<file path="src/rtl/flash_bitstream_streamer_pkg.sv">
// Shared flash-access definitions: SPI opcodes,
// command length and streamer state encodings.
package flash_bitstream_streamer_pkg;

  localparam logic [7:0] SPI_READ = 8'h03;
  localparam int unsigned CMD_BITS = 32;

  typedef enum logic [2:0] {
    S_IDLE   = 3'd0,
    S_ARMED  = 3'd1,
    S_CMD    = 3'd2,
    S_DATA   = 3'd3,
    S_FINISH = 3'd4
  } state_e;

endpackage

</file>
<file path="src/rtl/flash_bitstream_streamer_spi_cmd_shifter.sv">
// 32-bit parallel-load MSB-first command shifter.
// done_o rises once all bits have been shifted out.
module spi_cmd_shifter
  import flash_bitstream_streamer_pkg::*;
(
  input  logic        clk_i,
  input  logic        rst_i,
  input  logic        load_i,
  input  logic [31:0] data_i,
  input  logic        shift_i,
  output logic        msb_o,
  output logic        done_o
);

  logic [31:0] sr_q;
  logic [5:0]  cnt_q;

  assign msb_o  = sr_q[31];
  assign done_o = (cnt_q == 6'(CMD_BITS));

  // Load clears the bit count; each shift emits one bit.
  always_ff @(posedge clk_i or posedge rst_i) begin
    if (rst_i) begin
      sr_q  <= '0;
      cnt_q <= '0;
    end else if (load_i) begin
      sr_q  <= data_i;
      cnt_q <= '0;
    end else if (shift_i && !done_o) begin
      sr_q  <= {sr_q[30:0], 1'b0};
      cnt_q <= cnt_q + 6'd1;
    end
  end

endmodule

</file>
<file path="src/rtl/flash_bitstream_streamer.sv">
// Flash-side bitstream streamer: sends a SPI READ,
// then forwards flash data one bit per clk.
module flash_bitstream_streamer
  import flash_bitstream_streamer_pkg::*;
#(
  parameter logic [23:0] START_ADDR     = 24'hCE0000,
  parameter logic [31:0] BITSTREAM_BITS = 32'd6_000_000,
  parameter logic [7:0]  READ_CMD       = SPI_READ
) (
  input  logic clk,
  input  logic reset,
  input  logic store_flash_command,
  input  logic read_bitstream,
  input  logic prog_chan_in_progress,
  output logic bitstream,
  output logic end_bitstream,
  output logic spi_cs_n,
  output logic spi_sck,
  output logic spi_mosi,
  input  logic spi_miso,
  output logic stream_abort
);

  state_e      state_q, state_d;
  logic        cs_n_q, cs_n_d;
  logic        sck_en_q, sck_en_d;
  logic        mosi_q, mosi_d;
  logic        bit_q, bit_d;
  logic        end_q, end_d;
  logic        abort_q, abort_d;
  logic [31:0] cnt_q, cnt_d;
  logic        sh_load, sh_shift;
  logic        sh_msb, sh_done;
  logic        abort_req;
  logic        last_bit;

  spi_cmd_shifter u_shifter (
    .clk_i  (clk),
    .rst_i  (reset),
    .load_i (sh_load),
    .data_i ({READ_CMD, START_ADDR}),
    .shift_i(sh_shift),
    .msb_o  (sh_msb),
    .done_o (sh_done)
  );

  assign last_bit = (cnt_q == BITSTREAM_BITS - 32'd1);

  assign abort_req =
    (!read_bitstream &&
     (state_q == S_CMD || state_q == S_DATA)) ||
    (!prog_chan_in_progress &&
     (state_q == S_ARMED || state_q == S_CMD ||
      state_q == S_DATA));

  assign bitstream     = bit_q;
  assign end_bitstream = end_q;
  assign spi_cs_n      = cs_n_q;
  assign spi_mosi      = mosi_q;
  assign stream_abort  = abort_q;
  assign spi_sck       = ~clk & sck_en_q;

  // State and registered outputs.
  always_ff @(posedge clk or posedge reset) begin
    if (reset) begin
      state_q  <= S_IDLE;
      cs_n_q   <= 1'b1;
      sck_en_q <= 1'b0;
      mosi_q   <= 1'b0;
      bit_q    <= 1'b1;
      end_q    <= 1'b0;
      abort_q  <= 1'b0;
      cnt_q    <= '0;
    end else begin
      state_q  <= state_d;
      cs_n_q   <= cs_n_d;
      sck_en_q <= sck_en_d;
      mosi_q   <= mosi_d;
      bit_q    <= bit_d;
      end_q    <= end_d;
      abort_q  <= abort_d;
      cnt_q    <= cnt_d;
    end
  end

  // Next state; abort overrides every other transition.
  always_comb begin
    state_d  = state_q;
    cs_n_d   = cs_n_q;
    sck_en_d = sck_en_q;
    mosi_d   = 1'b0;
    bit_d    = 1'b1;
    end_d    = 1'b0;
    abort_d  = abort_q;
    cnt_d    = cnt_q;
    sh_load  = 1'b0;
    sh_shift = 1'b0;
    unique case (state_q)
      S_IDLE: begin
        cs_n_d   = 1'b1;
        sck_en_d = 1'b0;
        if (store_flash_command) begin
          sh_load = 1'b1;
          abort_d = 1'b0;
          state_d = S_ARMED;
        end
      end
      S_ARMED: begin
        cs_n_d   = 1'b1;
        sck_en_d = 1'b0;
        cnt_d    = '0;
        if (read_bitstream) begin
          state_d  = S_CMD;
          cs_n_d   = 1'b0;
          sck_en_d = 1'b1;
          sh_shift = 1'b1;
          mosi_d   = sh_msb;
        end
      end
      S_CMD: begin
        if (sh_done) begin
          state_d = S_DATA;
        end else begin
          sh_shift = 1'b1;
          mosi_d   = sh_msb;
        end
      end
      S_DATA: begin
        bit_d = spi_miso;
        cnt_d = cnt_q + 32'd1;
        if (last_bit) begin
          end_d   = 1'b1;
          state_d = S_FINISH;
        end
      end
      S_FINISH: begin
        cs_n_d   = 1'b1;
        sck_en_d = 1'b0;
        if (!read_bitstream) state_d = S_IDLE;
      end
      default: state_d = S_IDLE;
    endcase
    if (abort_req) begin
      state_d  = S_IDLE;
      cs_n_d   = 1'b1;
      sck_en_d = 1'b0;
      mosi_d   = 1'b0;
      bit_d    = 1'b1;
      end_d    = 1'b0;
      abort_d  = 1'b1;
      sh_shift = 1'b0;
    end
  end

endmodule

</file>
<file path="config.mk">
export PLATFORM = sky130hd
export DESIGN_NAME = flash_bitstream_streamer
export DESIGN_NICKNAME = d
export VERILOG_FILES = /design/src/rtl/flash_bitstream_streamer_pkg.sv /design/src/rtl/flash_bitstream_streamer_spi_cmd_shifter.sv /design/src/rtl/flash_bitstream_streamer.sv
export SDC_FILE = /design/constraint.sdc
export NUM_CORES = 1
export LEC_CHECK = 0
export BUFFER_PORTS_ARGS = -buffer_cell sky130_fd_sc_hd__buf_4
export CAP_MARGIN = 20
export CORE_ASPECT_RATIO = 1.5
export CORE_MARGIN = 3
export CORE_UTILIZATION = 43
export DETAILED_ROUTE_END_ITERATION = 10
export PLACE_DENSITY = 0.69
export SLEW_MARGIN = 0
export SYNTH_ARGS = -nofsm -noshare
export SYNTH_HDL_FRONTEND = slang
export SYNTH_HIERARCHICAL = 1
export SYNTH_SLANG_ARGS = --single-unit
export TNS_END_PERCENT = 50
</file>
<file path="constraint.sdc">
create_clock -name clk -period 3.35 [get_ports clk]
set_clock_uncertainty 0.15 [all_clocks]
set_input_delay 0.5025 -clock clk [delete_from_list [all_inputs] [get_ports clk]]
set_output_delay 0.5025 -clock clk [all_outputs]
set_load 0.005 [all_outputs]
</file>
==> results.toml, run 1 <==
[min_path]
min_path_type = "input pin to async pin"

[routing]
firstDrtPassIters = 4
drc = 0
ant_nets = 0
via_per_inst = 5.46
avgRoutedWirePerCell_um = 14.4
totalWireLength_um = 10500
dr.first_iter.drc_count = 158
num_vias = 4000

[cts]
clk_latency_ps = 450
cts_hold_buf = 0
tritoncts = "yes"
cts_resized = 0
postCtsSetupBuffers = 0
clk_pin_slew_ps = 60

[timing]
setup_viol = 0
rsz0062_at_grt = "no"
slew_viol_final = 0
tightestPinTransition_ps = 820
slew-limit-headroom_pct = 45.2
worst_slack_ps = 542
hold_viol_final = 0
setup_tns_ps = 0

[floorplanning]
ioPinCount = 12
start_util_pct = 44.1
rows = 48
die_h_um = 139
die_w_um = 94.8
die-area_sq_mm = 0.0132
coreArea_sq_mm = 0.0115

[layout]
final_nets = 586
diodes = 0
layout-drive-gt1-share_pct = 17.4
final_util_pct = 48.6
fill_cells = 1099
area_growth_pct = 10.3

[global_route]
grt_remaining_overflow = 0
grt_pass1_wl_um = 18500
grt_start_max_net_pins = 72
antenna_found_initial = 0
grt_use_total_pct = 17.2
grt_pass1_vias = 4037

[yosys]
synth-simple-area-share_pct = 24.9
synth_mux_area_share_pct = 0.615
synth.cell_area_sq_mm = 0.00509
synth-compound-area-share_pct = 19.4
synth-async-reset-ratio_pct = 100
synth_cell_types = 56
ys_seq_area_share_pct = 38.9
synthCells = 554
post_synth.cell_area_avg_sq_um = 9.18
ys.flop_type = "dfrtp_1"
synth_warnings = 6
synth_edf_count = 0
synth-seq-cells = 79
synth_adder_area_share_pct = 0.738
synth_xor_area_share_pct = 4.48
synth_top_family_by_area = "simple AND/OR/NAND/NOR gates"

[worst_setup_path]
cpMostUsedCell = "clkbuf_16"
path_max_fanout = 2
crit_family = "buffers and inverters"
path_buf_inv = 3
worstPathRequired_ps = 2700
cp_cell_sequence = "clkbuf_16 > clkbuf_16 > nor2b_1 > buf_4"
slowest_delay_ps = 130
ff2ff_setup_slack_ps = 730
end_kind = "primary output"
start_kind = "clock port"
critPathKind = "clock port to primary output"
critPathArrivalTime_ps = 2160
critPathSlowestCell = "clkbuf_16"

[power]
p_per_area_mw_per_mm2 = 535
ir_drop_v = 0.000338
p_leak_uw = 0.00235

[placement]
gp_congestion = 0.820
port-buffer-count = 11
dp_hpwl_um = 6640
place_ws_ps = 742

[job]
max_cap_violations = 0

[run_status]
outcome = "complete, no violations"
==> report_power, final <==
group          total (uW)  internal (uW)  leakage [uW]  switching, uW
sequential           1180           1080       0.00100           96.8
combinational         566            280       0.00115            286
clock                1260            831      0.000200            429
total                3000           2190       0.00235            812
==> worst min-delay path: stages <==
cell,delay [ps]
buf_4,110
inv_1,40
buf_4,430
==> flip-flops by register name (all words and copies together), names as in the netlist <==
name and cells:
state_q 3, bitstream 1, stream_abort 1, cnt_q 32, u_shifter/cnt_q 6, sck_en_q 1, spi_mosi 1, end_bitstream 1
spi_cs_n 1, u_shifter/sr_q 32
==> stage by stage <==
| stage | power (uW) | instance area [sq um] | std cells | hold slack [ps] |
|---|---|---|---|---|
| 2_1_floorplan | 1670 | 5200 | 584 | 306 |
| 3_3_place_gp | 1730 | 5200 | 713 | 329 |
| 3_5_place_dp | 1760 | 5200 | 713 | 324 |
| 4_1_cts | 3040 | 5610 | 732 | 45.3 |
| 5_1_grt | 3150 | 5610 | 732 | 91.8 |
| 6_report | 3000 | 5610 | 732 | 39.5 |
==> layout make-up <==
type	instances	area [sq um]	area share [%]
multi-input cells	420	2680	47.8
flip-flops and latches	79	1980	35.3
clock buffers	14	322	5.73
repair buffers	22	190	3.39
well taps	150	188	3.35
inverters	41	154	2.74
clock inverters	6	92.6	1.65
==> cell usage in the layout (no fill, tap or decap), types with 17 or more instances in the layout <==
cell	synthesis	final
buf_4	0	21
a21oi_1	39	39
conb_1	2	32
or2b_2	17	17
inv_1	41	41
o31a_1	31	31
o22ai_2	28	28
nor2_1	37	37
nand3_1	43	43
nand2_1	57	57
dfrtp_1	77	77
==> kinds of logic after synthesis <==
logic type                 Yosys count
AOI/OAI and AO/OA                  124
buffers and inverters               85
other                                2
adders and majority gates            3
and+or+nand+nor                    232
muxes                                3
DFF                                 79
xor gates and xnor gates            26
==> synthesized netlist by cell type, types with 2 or more instances <==
cell type	count	area, sq um
o22ai_1	4	25.0
a21oi_1	39	195
dlygate4sd1_1	3	26.3
dfstp_2	2	52.6
o21ai_0	12	60.1
a31oi_1	2	12.5
ha_1	3	37.5
clkbuf_1	17	63.8
buf_2	3	15.0
and4_1	2	17.5
nand4_1	9	56.3
or2_2	2	12.5
buf_8	3	45.0
o31a_1	31	272
a22o_1	2	17.5
or2b_1	2	15.0
nor2_1	37	139
nand2_1	57	214
or3_1	7	43.8
xor2_1	12	105
nand3_1	43	215
inv_1	41	154
mux2i_1	2	20.0
conb_1	2	7.51
clkbuf_8	16	220
or4_1	4	30.0
nor3_1	7	35.0
nor2b_1	6	37.5
nor4b_1	3	26.3
nor3b_1	2	15.0
o22ai_2	28	350
dfrtp_1	77	1930
nand2b_1	14	87.6
and3_1	2	12.5
or2b_2	17	149
nor4_1	8	50.1
xnor2_1	14	123
==> final timing paths <==
path	cells past startpoint	startpoint	endpoint
min	3	reset	u_shifter/sr_q[9]$_DFFE_PP0P_
min in group clk	2	spi_miso	bitstream$_DFF_PP1_
max	4	clk	spi_sck
min reg2reg	1	sck_en_q$_DFFE_PP0P_	sck_en_q$_DFFE_PP0P_
max reg2reg	11	u_shifter/cnt_q[0]$_DFFE_PP0P_	u_shifter/cnt_q[5]$_DFFE_PP0P_
max in group asynchronous	3	reset	spi_cs_n$_DFFE_PP1P_
==> layer usage <==
layer / vias up / track usage [%] / wire length [um]
met5: - / 0 / 0
met4: 0 / 8.37 / 274
met3: 24 / 3.20 / 273
met2: 76 / 29.6 / 5590
met1: 1960 / 20.2 / 4390
li1: 1940 / - / -
Power figures use the tool's default switching activity.
==> run 2: changes to the inputs <==
PLACE_DENSITY = 0.72   (was 0.69)
clock period = 2.26 ns   (was 3.35 ns; I/O delays follow)
==> run 2 against run 1 <==
Compared with the run above: cell area up 7.2%; power up 51%; sequential share of layout area down 2.4 points; non-clock buffer count up 33; utilization up 3.5 points; combinational power up 64%; critical path type is now register to register; largest cell class unchanged; largest power group unchanged.
==> results.toml, run 2 (same netlist as run 1, synthesis figures left out) <==
[layout]
final_nets = 619
multi_input_area_sq_mm = 0.00276
layout_common_cells = "dfrtp_1 (77), nand2_1 (55), buf_4 (47)"
regArea_sq_mm = 0.00198
diodes = 0
top_regs = "cnt_q (32), u_shifter/sr_q (32), u_shifter/cnt_q (6)"
layout-drive-gt1-share_pct = 23.6
area_growth_pct = 18.2
final_common_cell = "dfrtp_1"
fill_cells = 1048
final_area_sq_mm = 0.00601

[cts]
clk_pin_slew_ps = 60
tritoncts = "yes"
clk_latency_ps = 450

[timing]
fmax_mhz = 453
setup_viol = 0
hold_viol_final = 0
whs_ps = 36.2
setup_tns_ps = 0
fin_crit_ps = 2210
tightestPinTransition_ps = 533
rsz0062_at_grt = "yes"
slew-limit-headroom_pct = 64.5
slew_viol_final = 0
finalCritPeriodShare_pct = 97.7
worst_slack_ps = 52.7

[routing]
num_vias = 4160
via_per_inst = 5.44
firstDrtPassIters = 4
totalWireLength_um = 11200
drc = 0
ant_nets = 0
avgRoutedWirePerCell_um = 14.7
dr.first_iter.drc_count = 242

[global_route]
grt_use_total_pct = 17.6
grt_pass1_wl_um = 19000
grt_pass1_vias = 4215
grt_start_max_net_pins = 73
antenna_found_initial = 0
grt_remaining_overflow = 0

[worst_setup_path]
path_max_fanout = 5
worstPathRequired_ps = 2480
cp_cell_sequence = "and4_4 > or4b_4 > or3_4 > or3_1 > a21oi_1"
slowest_delay_ps = 490
end_kind = "register"
path_buf_inv = 0
critPathSlowestCell = "or4b_4"
critPathKind = "register to register"
start_kind = "register"
crit_family = "simple AND/OR/NAND/NOR gates"
critPathArrivalTime_ps = 2430

[placement]
port-buffer-count = 11
dp_hpwl_um = 7140
place_ws_ps = -67.0
placed_cell_area_sq_mm = 0.00544
gp_congestion = 0.819

[floorplanning]
ioPinCount = 12
start_util_pct = 44.1
die_h_um = 139
coreArea_sq_mm = 0.0115
die_w_um = 94.8
rows = 48
die-area_sq_mm = 0.0132

[run_status]
outcome = "complete, no violations"

[job]
max_cap_violations = 0

[power]
ir_drop_v = 0.000400
p_per_area_mw_per_mm2 = 755
p_leak_uw = 0.00257

[min_path]
min_path_type = "input pin to register"
==> run 2: changes by cell type in the layout (fill, tap and decap cells not counted), sizes merged <==
cell         change
dlygate4sd3      +2
inv              +1
buf             +29
clkinvlp         -1
clkbuf           +2
==> run 2: power breakdown <==
group	total [uW]	leakage, uW	switching, uW	internal (uW)
registers	1740	0.00100	138	1600
logic	931	0.00136	457	474
clock network	1870	0.000204	636	1230
==> run 2: metal layers <==
metal / global-route usage, % / share of wire (%)
met5: 0 / 0
met4: 7.76 / 2.3
met3: 3.37 / 2.9
met2: 31.9 / 55
met1: 19.6 / 40
==> run 2: metrics by stage <==
step                util (%)  total power [uW]  instances
floorplan                  -              2480        584
global placement        47.2              2600        740
detailed placement      47.2              2660        740
CTS                     50.9              4550        761
global route            52.1              4770        765
finish                  52.1              4540        765
==> run 2: layout make-up <==
| class | instances | share of cell area, % |
|---|---|---|
| clock buffer | 14 | 5.35 |
| clock inverter | 6 | 1.50 |
| inverter | 41 | 2.56 |
| multi-input combinational | 420 | 45.9 |
| timing repair buffer | 55 | 8.62 |
| sequential | 79 | 32.9 |
| tap | 150 | 3.12 |
==> run 2: timing repair <==
item,4_1_cts,5_1_grt
gates cloned,0,2
hold endpoints to repair,78,0
pin swaps,1,9
endpoints found under the setup margin,16,39
hold buffers,2,0
buffers inserted,0,2
resized for setup,2,18
==> run 2: worst paths after layout <==
kind / cells after the start / to / slack, ps / startpoint
min reg2reg: 2 / spi_cs_n$_DFFE_PP1P_ / 360 / spi_cs_n$_DFFE_PP1P_
min in group asynchronous: 4 / u_shifter/sr_q[6]$_DFFE_PP0P_ / 450 / reset
max reg2reg: 5 / cnt_q[30]$_DFFE_PP0P_ / 50 / cnt_q[13]$_DFFE_PP0P_
min: 2 / state_q[2]$_DFFE_PP0P_ / 40 / read_bitstream
max: 5 / cnt_q[30]$_DFFE_PP0P_ / 50 / cnt_q[13]$_DFFE_PP0P_
max in group asynchronous: 4 / bitstream$_DFF_PP1_ / 1120 / reset
